File: config.mk
export PLATFORM = sky130hd
export DESIGN_NAME = ad_mux_adc_rx_flat
export DESIGN_NICKNAME = d
export VERILOG_FILES = /design/src/rtl/ad_mux_adc_rx_if.sv /design/src/rtl/ad_mux_adc_rx.sv /design/src/flat_wrapper.sv
export SDC_FILE = /design/constraint.sdc
export NUM_CORES = 1
export LEC_CHECK = 0
export CORE_AREA = 4 4 92 94
export CTS_CLUSTER_SIZE = 20
export DETAILED_ROUTE_END_ITERATION = 8
export DIE_AREA = 0 0 96 98
export PLACE_DENSITY = 0.71
export SLEW_MARGIN = 0
export SYNTH_ARGS = -nofsm -noshare
export SYNTH_HDL_FRONTEND = slang
export SYNTH_SLANG_ARGS = --single-unit
File: constraint.sdc
create_clock -name adc_clk_i -period 4.45 [get_ports adc_clk_i]
set_clock_uncertainty 0.05 [all_clocks]
set_input_delay 0.89 -clock adc_clk_i [delete_from_list [all_inputs] [get_ports adc_clk_i]]
set_output_delay 0.89 -clock adc_clk_i [all_outputs]
set_load 0.02 [all_outputs]
File: src/rtl/ad_mux_adc_rx_if.sv
// Signal bundle between the muxed ADC input registers, the A/B demux and the
// processing chain. fsm_state_o exposes the demux FSM for observation.
interface ad_mux_adc_rx_if #(
   parameter int DATA_WIDTH = 14
);
   logic [DATA_WIDTH-1:0] adc_dat_i;
   logic                  adc_sel_i;
   logic                  adc_ovr_i;
   logic                  enable_i;
   logic                  ovr_clr_i;
   logic [DATA_WIDTH-1:0] data_a_o;
   logic                  data_a_en_o;
   logic [DATA_WIDTH-1:0] data_b_o;
   logic                  data_b_en_o;
   logic                  ovr_a_o;
   logic                  ovr_b_o;
   logic                  locked_o;
   logic                  sync_err_o;
   logic [15:0]           sync_err_cnt_o;
   logic [1:0]            fsm_state_o;

   // Stream convention: data_x_o is valid only in the cycle its data_x_en_o is
   // high. There is no backpressure; the consumer must accept every strobe.
   modport slave (
      input  adc_dat_i, adc_sel_i, adc_ovr_i, enable_i, ovr_clr_i,
      output data_a_o, data_a_en_o, data_b_o, data_b_en_o,
      output ovr_a_o, ovr_b_o, locked_o, sync_err_o, sync_err_cnt_o, fsm_state_o
   );

   modport master (
      output adc_dat_i, adc_sel_i, adc_ovr_i, enable_i, ovr_clr_i,
      input  data_a_o, data_a_en_o, data_b_o, data_b_en_o,
      input  ovr_a_o, ovr_b_o, locked_o, sync_err_o, sync_err_cnt_o, fsm_state_o
   );
endinterface

File: src/rtl/ad_mux_adc_rx.sv
// Dual-channel muxed ADC receiver: demuxes A/B samples into aligned pairs,
// converts inverted offset-binary to two's complement, tracks lock and overrange.
module ad_mux_adc_rx #(
   parameter int DATA_WIDTH = 14,
   parameter int LOCK_PAIRS = 4
) (
   input  logic            adc_clk_i,
   input  logic            adc_rst_i,
   ad_mux_adc_rx_if.slave  bus
);
   localparam logic [7:0] LOCK_MAX = 8'(LOCK_PAIRS);

   typedef enum logic [1:0] {
      S_IDLE  = 2'd0,
      S_HUNT  = 2'd1,
      S_GOT_A = 2'd2,
      S_EXP_A = 2'd3
   } state_t;

   state_t                state_q, state_d;
   logic [DATA_WIDTH-1:0] s1_dat;
   logic                  s1_sel, s1_ovr;
   logic [DATA_WIDTH-1:0] held_a_q, held_a_d;
   logic                  held_ovr_q, held_ovr_d;
   logic                  emit, err, lock_clr;
   logic [DATA_WIDTH-1:0] conv;

   logic [DATA_WIDTH-1:0] data_a_q, data_b_q;
   logic                  data_en_q;
   logic                  ovr_a_q, ovr_b_q;
   logic [7:0]            good_cnt_q;
   logic                  sync_err_q;
   logic [15:0]           err_cnt_q;

   // Offset-binary with inverted LSBs: keep the MSB, invert everything below.
   assign conv = {s1_dat[DATA_WIDTH-1], ~s1_dat[DATA_WIDTH-2:0]};

   always_comb begin
      state_d    = state_q;
      held_a_d   = held_a_q;
      held_ovr_d = held_ovr_q;
      emit       = 1'b0;
      err        = 1'b0;
      if (!bus.enable_i) begin
         state_d    = S_IDLE;
         held_a_d   = '0;
         held_ovr_d = 1'b0;
      end else begin
         case (state_q)
            S_IDLE: state_d = S_HUNT;
            S_HUNT: begin
               if (s1_sel) begin
                  held_a_d   = conv;
                  held_ovr_d = s1_ovr;
                  state_d    = S_GOT_A;
               end
            end
            S_GOT_A: begin
               if (s1_sel) begin
                  // Repeated A: newest A replaces the held one.
                  err        = 1'b1;
                  held_a_d   = conv;
                  held_ovr_d = s1_ovr;
               end else begin
                  emit    = 1'b1;
                  state_d = S_EXP_A;
               end
            end
            S_EXP_A: begin
               if (s1_sel) begin
                  held_a_d   = conv;
                  held_ovr_d = s1_ovr;
                  state_d    = S_GOT_A;
               end else begin
                  err     = 1'b1;
                  state_d = S_HUNT;
               end
            end
            default: state_d = S_IDLE;
         endcase
      end
   end

   assign lock_clr = err || (state_q == S_IDLE) || (state_d == S_IDLE);

   always_ff @(posedge adc_clk_i) begin
      if (adc_rst_i) begin
         s1_dat     <= '0;
         s1_sel     <= 1'b0;
         s1_ovr     <= 1'b0;
         state_q    <= S_IDLE;
         held_a_q   <= '0;
         held_ovr_q <= 1'b0;
         data_a_q   <= '0;
         data_b_q   <= '0;
         data_en_q  <= 1'b0;
         ovr_a_q    <= 1'b0;
         ovr_b_q    <= 1'b0;
         good_cnt_q <= '0;
         sync_err_q <= 1'b0;
         err_cnt_q  <= '0;
      end else begin
         s1_dat     <= bus.adc_dat_i;
         s1_sel     <= bus.adc_sel_i;
         s1_ovr     <= bus.adc_ovr_i;
         state_q    <= state_d;
         held_a_q   <= held_a_d;
         held_ovr_q <= held_ovr_d;
         data_en_q  <= emit;
         if (emit) begin
            data_a_q <= held_a_q;
            data_b_q <= conv;
         end
         // A new overrange on the emitted pair beats a coincident clear.
         ovr_a_q <= (emit && held_ovr_q) || (ovr_a_q && !bus.ovr_clr_i);
         ovr_b_q <= (emit && s1_ovr)     || (ovr_b_q && !bus.ovr_clr_i);
         if (lock_clr)
            good_cnt_q <= '0;
         else if (emit && good_cnt_q != LOCK_MAX)
            good_cnt_q <= good_cnt_q + 8'd1;
         sync_err_q <= err;
         if (err && err_cnt_q != 16'hFFFF)
            err_cnt_q <= err_cnt_q + 16'd1;
      end
   end

   assign bus.data_a_o       = data_a_q;
   assign bus.data_b_o       = data_b_q;
   assign bus.data_a_en_o    = data_en_q;
   assign bus.data_b_en_o    = data_en_q;
   assign bus.ovr_a_o        = ovr_a_q;
   assign bus.ovr_b_o        = ovr_b_q;
   assign bus.locked_o       = (good_cnt_q == LOCK_MAX);
   assign bus.sync_err_o     = sync_err_q;
   assign bus.sync_err_cnt_o = err_cnt_q;
   assign bus.fsm_state_o    = state_q;
endmodule

File: src/flat_wrapper.sv
// flat-port wrapper written by rule: the top's interface ports become plain ports
module ad_mux_adc_rx_flat 
#(
   parameter int DATA_WIDTH = 14,
   parameter int LOCK_PAIRS = 4
)
  (adc_clk_i, adc_rst_i, bus_adc_dat_i, bus_adc_sel_i, bus_adc_ovr_i, bus_enable_i, bus_ovr_clr_i, bus_data_a_o, bus_data_a_en_o, bus_data_b_o, bus_data_b_en_o, bus_ovr_a_o, bus_ovr_b_o, bus_locked_o, bus_sync_err_o, bus_sync_err_cnt_o, bus_fsm_state_o);
  ad_mux_adc_rx_if #(.DATA_WIDTH(DATA_WIDTH)) bus_i ();
  input  logic adc_clk_i;
  input  logic adc_rst_i;
  input wire logic [$bits(bus_i.adc_dat_i)-1:0] bus_adc_dat_i;
  input wire logic [$bits(bus_i.adc_sel_i)-1:0] bus_adc_sel_i;
  input wire logic [$bits(bus_i.adc_ovr_i)-1:0] bus_adc_ovr_i;
  input wire logic [$bits(bus_i.enable_i)-1:0] bus_enable_i;
  input wire logic [$bits(bus_i.ovr_clr_i)-1:0] bus_ovr_clr_i;
  output wire logic [$bits(bus_i.data_a_o)-1:0] bus_data_a_o;
  output wire logic [$bits(bus_i.data_a_en_o)-1:0] bus_data_a_en_o;
  output wire logic [$bits(bus_i.data_b_o)-1:0] bus_data_b_o;
  output wire logic [$bits(bus_i.data_b_en_o)-1:0] bus_data_b_en_o;
  output wire logic [$bits(bus_i.ovr_a_o)-1:0] bus_ovr_a_o;
  output wire logic [$bits(bus_i.ovr_b_o)-1:0] bus_ovr_b_o;
  output wire logic [$bits(bus_i.locked_o)-1:0] bus_locked_o;
  output wire logic [$bits(bus_i.sync_err_o)-1:0] bus_sync_err_o;
  output wire logic [$bits(bus_i.sync_err_cnt_o)-1:0] bus_sync_err_cnt_o;
  output wire logic [$bits(bus_i.fsm_state_o)-1:0] bus_fsm_state_o;
  assign bus_i.adc_dat_i = bus_adc_dat_i;
  assign bus_i.adc_sel_i = bus_adc_sel_i;
  assign bus_i.adc_ovr_i = bus_adc_ovr_i;
  assign bus_i.enable_i = bus_enable_i;
  assign bus_i.ovr_clr_i = bus_ovr_clr_i;
  assign bus_data_a_o = bus_i.data_a_o;
  assign bus_data_a_en_o = bus_i.data_a_en_o;
  assign bus_data_b_o = bus_i.data_b_o;
  assign bus_data_b_en_o = bus_i.data_b_en_o;
  assign bus_ovr_a_o = bus_i.ovr_a_o;
  assign bus_ovr_b_o = bus_i.ovr_b_o;
  assign bus_locked_o = bus_i.locked_o;
  assign bus_sync_err_o = bus_i.sync_err_o;
  assign bus_sync_err_cnt_o = bus_i.sync_err_cnt_o;
  assign bus_fsm_state_o = bus_i.fsm_state_o;
  ad_mux_adc_rx #(.DATA_WIDTH(DATA_WIDTH), .LOCK_PAIRS(LOCK_PAIRS)) u_core (.adc_clk_i(adc_clk_i), .adc_rst_i(adc_rst_i), .bus(bus_i));
endmodule
==> results_dict.tcl, run 1 <==
set metrics [dict create \
    status "finished, final reports clean" \
    drive_above_1_share_pct 6.944 \
    synth_top_area_cell "sky130_fd_sc_hd__dfxtp_1" \
    grt_overflow_total 0 \
    drc 0 \
    final_critical_path_setup_slack_ps 1207 \
    rr_endpoint "u_core.held_a_q[13]" \
    hold_path.startpoint "u_core.s1_dat[12]" \
    timing.critical_path.cells "inv_1, ha_1, nor4b_1, and2_1, clkdlybuf4s50_1" \
    tns_ps 0 \
    max_clock_freq_mhz 308.4 \
    place.port_buffers 71 \
    drt-initial-drc-count 87 \
    placed_cells 518 \
    tightest_slew_ps 1151 \
    critical-path-slowest-cell "sky130_fd_sc_hd__clkdlybuf4s50_1" \
    cp.buffers_inverters 2 \
    grt_use_total_pct 15.18 \
    synth-seq-cells 89 \
    cts_repair_resize_count 0 \
    worst_r2r_startpoint "u_core.bus.fsm_state_o[0]" \
    maxSlewHeadroom_pct 22.93 \
    preCtsSetupSlack_ps 1577 \
    post_cts_hold_buffer_count 0 \
    postSynth.asyncResetShare_pct 0 \
    drtAntennaViolNets 0 \
    grt_max_degree 70 \
    r2r_slack_ps 2420 \
    path_max_fanout 5 \
    post_dp_cell_area_sq_um 4141 \
    synth_cell_types 40 \
    synth.cell_area_sq_um 3376 \
    clock_latency_ps 350 \
    post_synth_main_area_contributors "sky130_fd_sc_hd__dfxtp_1 (53%), sky130_fd_sc_hd__a211oi_1 (6.4%), sky130_fd_sc_hd__nor2_1 (5.3%)" \
    synthesized_area_per_cell_sq_um 9.274 \
    boundaryPins 72 \
    net_total_in_the_final_layout 450 \
    arrival_time_at_the_worst_endpoint_ps 2300 \
    synthesis_warnings 0 \
    power_switching_share_pct 24.88 \
    power.density_nw_per_um2 323.4 \
    whs_endpoint "u_core.held_a_q[12]" \
    critical_path.max_stage_delay_ps 600 \
    via_count_of_the_first_global_routing_pass 2474 \
    leakage_nw 1.400 \
    route.detailed.vias_per_inst 5.170 \
    vdd.ir_drop.worst_uv 185.6 \
    totalPowerFinal_mw 1.403 \
    seq_area_frac_synth_pct 52.78 \
    timing.critical_path.max_delay_family "simple AND/OR/NAND/NOR gates" \
    cts_setup_buffers 0 \
    timing.final.hold_violations 0 \
    tritoncts "yes" \
    worst_hold_path_type "flop to flop" \
    wire_per_inst_microns 13.50 \
    number_of_buffers_inserted_during_clock_tree_synthesis 9 \
    p_seq_share_pct 58.1 \
    yosys_most_used_dff "sky130_fd_sc_hd__dfxtp_1" \
    synth_fp_nets 387 \
    post_synth_most_frequent_cells "sky130_fd_sc_hd__dfxtp_1 (89), sky130_fd_sc_hd__nor2_1 (48), sky130_fd_sc_hd__nand2_1 (37), sky130_fd_sc_hd__a211oi_1 (29), sky130_fd_sc_hd__a21oi_1 (28)" \
    power.share.combinational_pct 3.8 \
    placeableCoreArea_sq_um 7647 \
    area_growth_syn_to_layout_pct 28.54 \
    antenna_found_initial 0 \
    clock_tree.root_cell "sky130_fd_sc_hd__clkbuf_8" \
    setup_viol 0 \
    final_hold_slack_ps 392.6 \
    initial_core_util_pct 44.14 \
    rsz_0062_raised_after_global_routing "no" \
    dp_wirelength_microns 4891 \
    dieWidth_microns 96 \
    cts.sinks 89 \
    path_class "flop to output port" \
    synth-edff-count 0 \
    required_ps 3510 \
    drv_cap 0 \
    power.clock.fraction_pct 38.1 \
    final_cells 534 \
    vias 2761 \
    clk_pin_slew_worst_paths_ps 100 \
    antenna_cells 0 \
    filler_cell_count 676 \
    grt_first_pass_wirelength_microns 11460 \
    fin_util_pct 56.74 \
    synth_top_area_share_pct 52.78 \
    timing_max_transition_violations_final 0 \
    dieArea_sq_um 9408 \
    rows 32 \
    min_period_ps 3243 \
    htree_levels 3 \
    wl_microns 7210 \
    clk_path_buf_depth 2 \
    end_kind "output port" \
    timing.hold.worst_path_depth 1 \
    timing.critical_path.from_type "flop" \
    intPower_mw 1.054 \
    cells_on_worst_reg2reg_path 4 \
    drt-pass1-iter-count 4 \
    final_area_sq_um 4339 \
    final_min_period_over_clock_period_pct 72.88 \
    dieHeight_microns 98 \
    synthMostInstantiatedCell "sky130_fd_sc_hd__dfxtp_1" \
    power_dissipated_by_switching_net_loads_mw 0.3492 \
    syn_inst 364 \
    final_weighted_congestion_in_routability_driven_placement 0.8236 \
]
worst max-delay path by stage:
stage / startpoint / depth (start not counted) / slack, ps / to
floorplan: u_core.good_cnt_q[0] / 4 / 2250 / bus_locked_o
global placement: bus_enable_i / 5 / 1580 / u_core.good_cnt_q[5]
global route: u_core.good_cnt_q[1] / 5 / 990 / bus_locked_o
CTS: u_core.good_cnt_q[0] / 5 / 1220 / bus_locked_o
detailed placement: bus_enable_i / 5 / 1580 / u_core.good_cnt_q[5]
finish: u_core.good_cnt_q[0] / 5 / 1210 / bus_locked_o
cell type report:
type	instances	area (sq um)	area share (%)
well taps	102	127.6	2.941
repair buffers	73	720.7	16.61
clock inverters	7	73.82	1.701
inverters	7	26.28	0.6055
flip-flops and latches	89	1782	41.06
multi-input cells	247	1485	34.23
clock buffers	9	123.9	2.855
logic make-up (layout without fill, tap and decap cells):
kind of cell	after synthesis	count (layout)	synth area share, %
flip-flops	89	89	52.78
AO/OA/AOI/OAI	72	72	14.01
XOR/XNOR	7	7	2.039
AND/OR/NAND/NOR	157	157	24.24
adder cells (fa/ha/maj)	3	3	1.112
multiplexers	8	8	2.520
buffers and inverters	28	96	3.299
power groups by stage:
| stage | sequential [mW] | combinational [mW] | clock, mW |
|---|---|---|---|
| 5_1_grt | 0.816 | 0.0584 | 0.575 |
| 3_5_place_dp | 0.833 | 0.0541 | 0 |
| 2_1_floorplan | 0.833 | 0.0270 | 0 |
| 6_report | 0.815 | 0.0536 | 0.535 |
| 3_3_place_gp | 0.833 | 0.0538 | 0 |
| 4_1_cts | 0.815 | 0.0542 | 0.547 |
cell usage in the layout (no fill, tap or decap), types with 9 or more instances in the layout:
cell type	n
sky130_fd_sc_hd__dfxtp_1	89
sky130_fd_sc_hd__clkdlybuf4s50_1	70
sky130_fd_sc_hd__nor2_1	48
sky130_fd_sc_hd__a21oi_1	28
sky130_fd_sc_hd__a211oi_1	29
sky130_fd_sc_hd__nand2_1	37
sky130_fd_sc_hd__nor2b_1	23
sky130_fd_sc_hd__clkbuf_8	9
layer usage:
layer	vias to the layer above	share of wire (%)	track usage (%)
li1	1407	-	-
met2	62	47	23.31
met5	-	0	0
met4	0	1.4	6.674
met3	8	3.8	2.773
met1	1284	47	20.64
registers in the layout, summed over array words and instances (netlist names):
| name | cells |
|---|---|
| u_core.bus.sync_err_o | 1 |
| u_core.bus.fsm_state_o | 2 |
| u_core.held_a_q | 14 |
| u_core.good_cnt_q | 8 |
| u_core.s1_ovr | 1 |
| u_core.bus.sync_err_cnt_o | 16 |
| u_core.bus.ovr_a_o | 1 |
| u_core.bus.ovr_b_o | 1 |
| u_core.s1_sel | 1 |
| u_core.bus.data_a_o | 14 |
| u_core.held_ovr_q | 1 |
| u_core.bus.data_a_en_o | 1 |
| u_core.bus.data_b_o | 14 |
| u_core.s1_dat | 14 |
worst register-to-register path: cells and delay by family (launching register included):
kind,cells,cell delay (ps)
and+or+nand+nor,3,1070
DFF,1,480
muxes,1,300
Note: power is estimated with default switching activity, not from simulation.
==> run 2, diff against run 1 <==
==> constraint.sdc (replaced) <==
create_clock -name adc_clk_i -period 3.24 [get_ports adc_clk_i]
set_clock_uncertainty 0.05 [all_clocks]
set_input_delay 0.648 -clock adc_clk_i [delete_from_list [all_inputs] [get_ports adc_clk_i]]
set_output_delay 0.648 -clock adc_clk_i [all_outputs]
set_load 0.02 [all_outputs]
==> run 2 against run 1 <==
Sequential share of layout area down 0.58 points. Core utilization up 0.82 points. Final cell count up 0.56%. Sequential cell count unchanged. Worst setup slack worse by 980 ps. Via count down 0.98%. Worst hold slack worse by 5.9 ps. Sequential power up 37%. Largest cell class unchanged.
==> results_dict.tcl, run 2 (synthesis gave the netlist of run 1 again) <==
set metrics [dict create \
    totalPowerFinal_mw 2.029 \
    clock_tree.root_cell "sky130_fd_sc_hd__clkbuf_8" \
    clk_path_buf_depth 2 \
    worst_hold_path_type "flop to flop" \
    final_critical_path_setup_slack_ps 224.5 \
    timing.critical_path.from_type "flop" \
    clock_latency_ps 350 \
    filler_cell_count 681 \
    drive_above_1_share_pct 7.586 \
    ff_latch_area_sq_um 1782 \
    grt_max_degree 70 \
    final_weighted_congestion_in_routability_driven_placement 0.8287 \
    max_clock_freq_mhz 331.6 \
    flip_flop_count_of_the_largest_register_after_layout 16 \
    post_dp_cell_area_sq_um 4177 \
    dieHeight_microns 98 \
    vdd.ir_drop.worst_uv 269.2 \
    antenna_found_initial 0 \
    initial_core_util_pct 44.14 \
    dp_wirelength_microns 4945 \
    timing.final.hold_violations 0 \
    multi_input_area_sq_um 1485 \
    vias 2734 \
    most-common-layout-cells "sky130_fd_sc_hd__dfxtp_1 (89), sky130_fd_sc_hd__clkdlybuf4s50_1 (70), sky130_fd_sc_hd__nor2_1 (48), sky130_fd_sc_hd__nand2_1 (37), sky130_fd_sc_hd__a211oi_1 (29)" \
    via_count_of_the_first_global_routing_pass 2477 \
    grt_use_total_pct 15.54 \
    cts.sinks 89 \
    place.port_buffers 71 \
    htree_levels 3 \
    required_ps 2540 \
    rows 32 \
    post_cts_hold_buffer_count 0 \
    grt_overflow_total 0 \
    path_max_fanout 5 \
    cts_setup_buffers 0 \
    tightest_slew_ps 687.7 \
    drtAntennaViolNets 0 \
    leakage_nw 1.430 \
    layout_commonest_cell "sky130_fd_sc_hd__dfxtp_1" \
    min_period_ps 3016 \
    wl_microns 7061 \
    clk_pin_slew_worst_paths_ps 100 \
    dieWidth_microns 96 \
    timing_max_transition_violations_final 0 \
    wire_per_inst_microns 13.15 \
    arrival_time_at_the_worst_endpoint_ps 2320 \
    grt_first_pass_wirelength_microns 11620 \
    boundaryPins 72 \
    tritoncts "yes" \
    net_total_in_the_final_layout 453 \
    drv_cap 0 \
    final_area_sq_um 4402 \
    preCtsSetupSlack_ps 579.0 \
    rsz_0062_raised_after_global_routing "no" \
    drc 0 \
    end_kind "output port" \
    drt-initial-drc-count 86 \
    final_min_period_over_clock_period_pct 93.07 \
    final_hold_slack_ps 386.8 \
    area_growth_syn_to_layout_pct 30.39 \
    status "finished, final reports clean" \
    number_of_buffers_inserted_during_clock_tree_synthesis 9 \
    path_class "flop to output port" \
    tns_ps 0 \
    maxSlewHeadroom_pct 53.80 \
    placeableCoreArea_sq_um 7647 \
    dieArea_sq_um 9408 \
    cts_repair_resize_count 0 \
    antenna_cells 0 \
    route.detailed.vias_per_inst 5.091 \
    power.density_nw_per_um2 460.9 \
    setup_viol 0 \
    drt-pass1-iter-count 4 \
]
run 2: final timing paths:
kind                                startpoint                       endpoint  slack [ps]  cells past startpoint
setup / recovery          u_core.good_cnt_q[0]                   bus_locked_o         220                      5
hold / removal                u_core.s1_dat[2]         u_core.bus.data_b_o[2]         390                      1
hold reg to reg               u_core.s1_dat[2]         u_core.bus.data_b_o[2]         390                      1
setup reg to reg  u_core.bus.sync_err_cnt_o[9]  u_core.bus.sync_err_cnt_o[15]        1250                      4
run 2: worst max-delay path, stage by stage, from the launching register on:
cell	delay, ps
sky130_fd_sc_hd__dfxtp_1	360
sky130_fd_sc_hd__inv_1	80
sky130_fd_sc_hd__ha_1	150
sky130_fd_sc_hd__nor4b_1	560
sky130_fd_sc_hd__and2_1	240
sky130_fd_sc_hd__clkdlybuf4s50_1	600
run 2: cell type report:
class                   instances  share of cell area [%]
flip-flops and latches         89                   40.48
multi-input cells             247                   33.74
repair buffers                 76                   17.17
well taps                     102                   2.899
clock buffers                   9                   2.814
clock inverters                 7                   2.302
inverters                       7                  0.5969
run 2: stage by stage:
stage | utilization (%) | std cells
finish | 57.56 | 537
global route | 57.56 | 537
CTS | 57.56 | 537
detailed placement | 54.61 | 521
global placement | 54.61 | 521
floorplan | - | 364
run 2: layer usage:
| layer | global-route usage, % | share of wire [%] | up-vias |
|---|---|---|---|
| met2 | 23.37 | 47 | 71 |
| met4 | 7.112 | 1.6 | 0 |
| met1 | 21.32 | 47 | 1237 |
| li1 | - | - | 1418 |
| met5 | 0 | 0 | - |
| met3 | 3.082 | 4.9 | 8 |
run 2: power breakdown:
group          internal, mW  switching (mW)
clock                 0.441           0.394
combinational        0.0381          0.0367
sequential             1.11          0.0104
total                  1.59           0.442
==> variant, RTL diff (config.mk and constraints of run 2) <==
Make the reset (`adc_rst_i`) asynchronous in one clocked block.
--- a/src/rtl/ad_mux_adc_rx.sv
+++ b/src/rtl/ad_mux_adc_rx.sv
@@ -84,5 +84,5 @@
    assign lock_clr = err || (state_q == S_IDLE) || (state_d == S_IDLE);
 
-   always_ff @(posedge adc_clk_i) begin
+   always_ff @(posedge adc_clk_i or posedge adc_rst_i) begin
       if (adc_rst_i) begin
          s1_dat     <= '0;
Formal check against the unedited RTL: differs if adc_rst_i is asserted again (counterexample within 4 cycles, from zero or initial values and one cycle with adc_rst_i high); with adc_rst_i held inactive, the same outputs for 10 cycles.
==> variant against run 2 <==
- sequential cell count did not move
- synthesized area up 4.3%
- worst setup slack better by 79 ps
- cell area up 1.6%
- routed wire length is 0.50% higher
- synthesized cell count fell by 12%
- critical endpoint unchanged
Power is not compared: it rests on default switching activity, and its combinational part moved more than twofold at a synthesized area within 25%.
==> variant: results (changes against run 2) <==
Critical path
  • FF-to-FF Start: u_core.bus.fsm_state_o[0]
  • Critical R2R Capture: u_core.bus.sync_err_cnt_o[1]
  • Worst EP arrival: 2240 ps (-80 ps)
  • Flop-to-flop setup slack: 1200 ps (-50 ps)
  • Worst-path fanout max: 7 (+2)
  • CP Launch Point: u_core.good_cnt_q[0]

Placed design
  • Placed instance area: 0.004302 mm2 (+3.0%)
  • DP Wirelength: 4728 um (-4.4%)
  • Dpl ws: 564.8 ps (-14.18 ps)
  • Dpl cells: 480 (-7.9%)
  • Placer Congestion: 0.8539 (+3.0%)

Finish
  • Non-clk invs: 12 (+5)
  • Fin area: 0.004473 mm2 (+1.6%)
  • Non-filler cells, final: 496 (-7.6%)
  • Finished Core Util: 58.49% (+0.93 points)
  • Buffer share of cell area: 16.67% (-0.50 points)
  • Nets: 412 (-9.1%)
  • Filler cells: 675 (-0.88%)
  • Reg area: 0.002227 mm2 (+25%)
  • Multi-input gates: 203 (-18%)
  • # clk buffers: 10 (+1)
  • Signal buffers: 74 (-2.6%)
  • Fraction of area in multi-input gates: 25.82% (-7.9 points)
  • Share of layout cells above drive strength 1: 7.868% (+0.28 points)
  • ClkCell Share: 3.832% (-1.3 points)

Logic synthesis
  • Cell variety after synth: 44 (+10%)
  • Seq/Total Area, Yosys: 63.28% (+10 points)
  • Most common cell in the netlist: dfrtp_1
  • Synth Net Count: 342 (-12%)
  • Asr flop ratio synth: 100.0% (+100 points)
  • Avg Inst Size Synth: 11.03 um2 (+19%)
  • Commonest cells in the synthesized netlist: 89 x dfrtp_1, 75 x nand2_1, 30 x o21ai_0, 15 x xor2_1
  • Top post-synthesis cells by area: dfrtp_1 63%, nand2_1 8.0%, o21ai_0 4.3%

Drt
  • Detailed Routing Iterations Pass 1: 4 (unchanged)
  • DR iter-0 viols: 135 (+57%)
  • Met1 WL: 3230 um (-2.5%)
  • Met3 WL post-DR: 302 um (-13%)
  • Total routed wirelength: 7096 um (+0.50%)
  • Vias per cell: 4.940 (-3.0%)
  • Met2 routed WL: 3452 um (+5.1%)

CTS
  • Clock-pin slew on the worst setup and hold paths: 80 ps (-20 ps)
  • Skew-Pair Late Insertion Delay: 350 ps (about the same)
  • Post-CTS Setup Bufs: 0 (unchanged)
  • Clk sinks: 89 (unchanged)
  • Root Driver: clkbuf_8

GRT
  • Total routing usage reported by global routing: 16.45% (+0.90 points)
  • Routing usage on met3: 2.851% (-0.23 points)
  • Met2 Usage GRT: 25.12% (+1.8 points)
  • Vias in the first global route: 2428 (-2.0%)
  • Initial antenna violation count: 0 (unchanged)
  • Largest net degree at the start of global routing: 90 (+29%)
  • Global-route wire length before repair: 12000 um (+3.3%)
  • GRT met1 Usage: 22.94% (+1.6 points)

Timing
  • Final hold slack: 382.6 ps (-4.197 ps)
  • Worst slew pin tran: 1179 ps (+491.3 ps)
  • Fin crit share: 90.64% (-2.4 points)

Hold path
  • Hold path start: u_core.s1_dat[12]
  • Hold EP: u_core.bus.data_b_o[12]
  • Worst hold path cell count: 1 (unchanged)

Status
  • Status: complete, no violations
variant: changes by cell type after synthesis, moves of 8 or more:
| cell | delta |
|---|---|
| a211oi_1 | -24 |
| dfrtp_1 | +89 |
| nand2_1 | +38 |
| dfxtp_1 | -89 |
| o21ai_0 | +28 |
| xor2_1 | +13 |
| nor2b_1 | -23 |
| o31ai_1 | -8 |
| a21oi_1 | -19 |
| nor2_1 | -37 |
variant: cell families after synthesis:
group                    synth area share (%)
flip-flops                              63.28
multiplexers                           0.7109
AO/OA/AOI/OAI                           9.812
XOR/XNOR                                4.231
adder cells (fa/ha/maj)                 1.067
buffers and inverters                   3.910
AND/OR/NAND/NOR                         16.99
variant: power by group:
part           switching, mW  internal [mW]
registers             0.0722           1.22
clock network          0.386          0.282
logic                  0.254          0.222
variant: worst max-delay path, stage by stage (launching register included):
cell and delay (ps):
dfrtp_1 450, inv_1 80, ha_1 130, or4b_1 500, nor2_1 130, clkdlybuf4s50_1 610
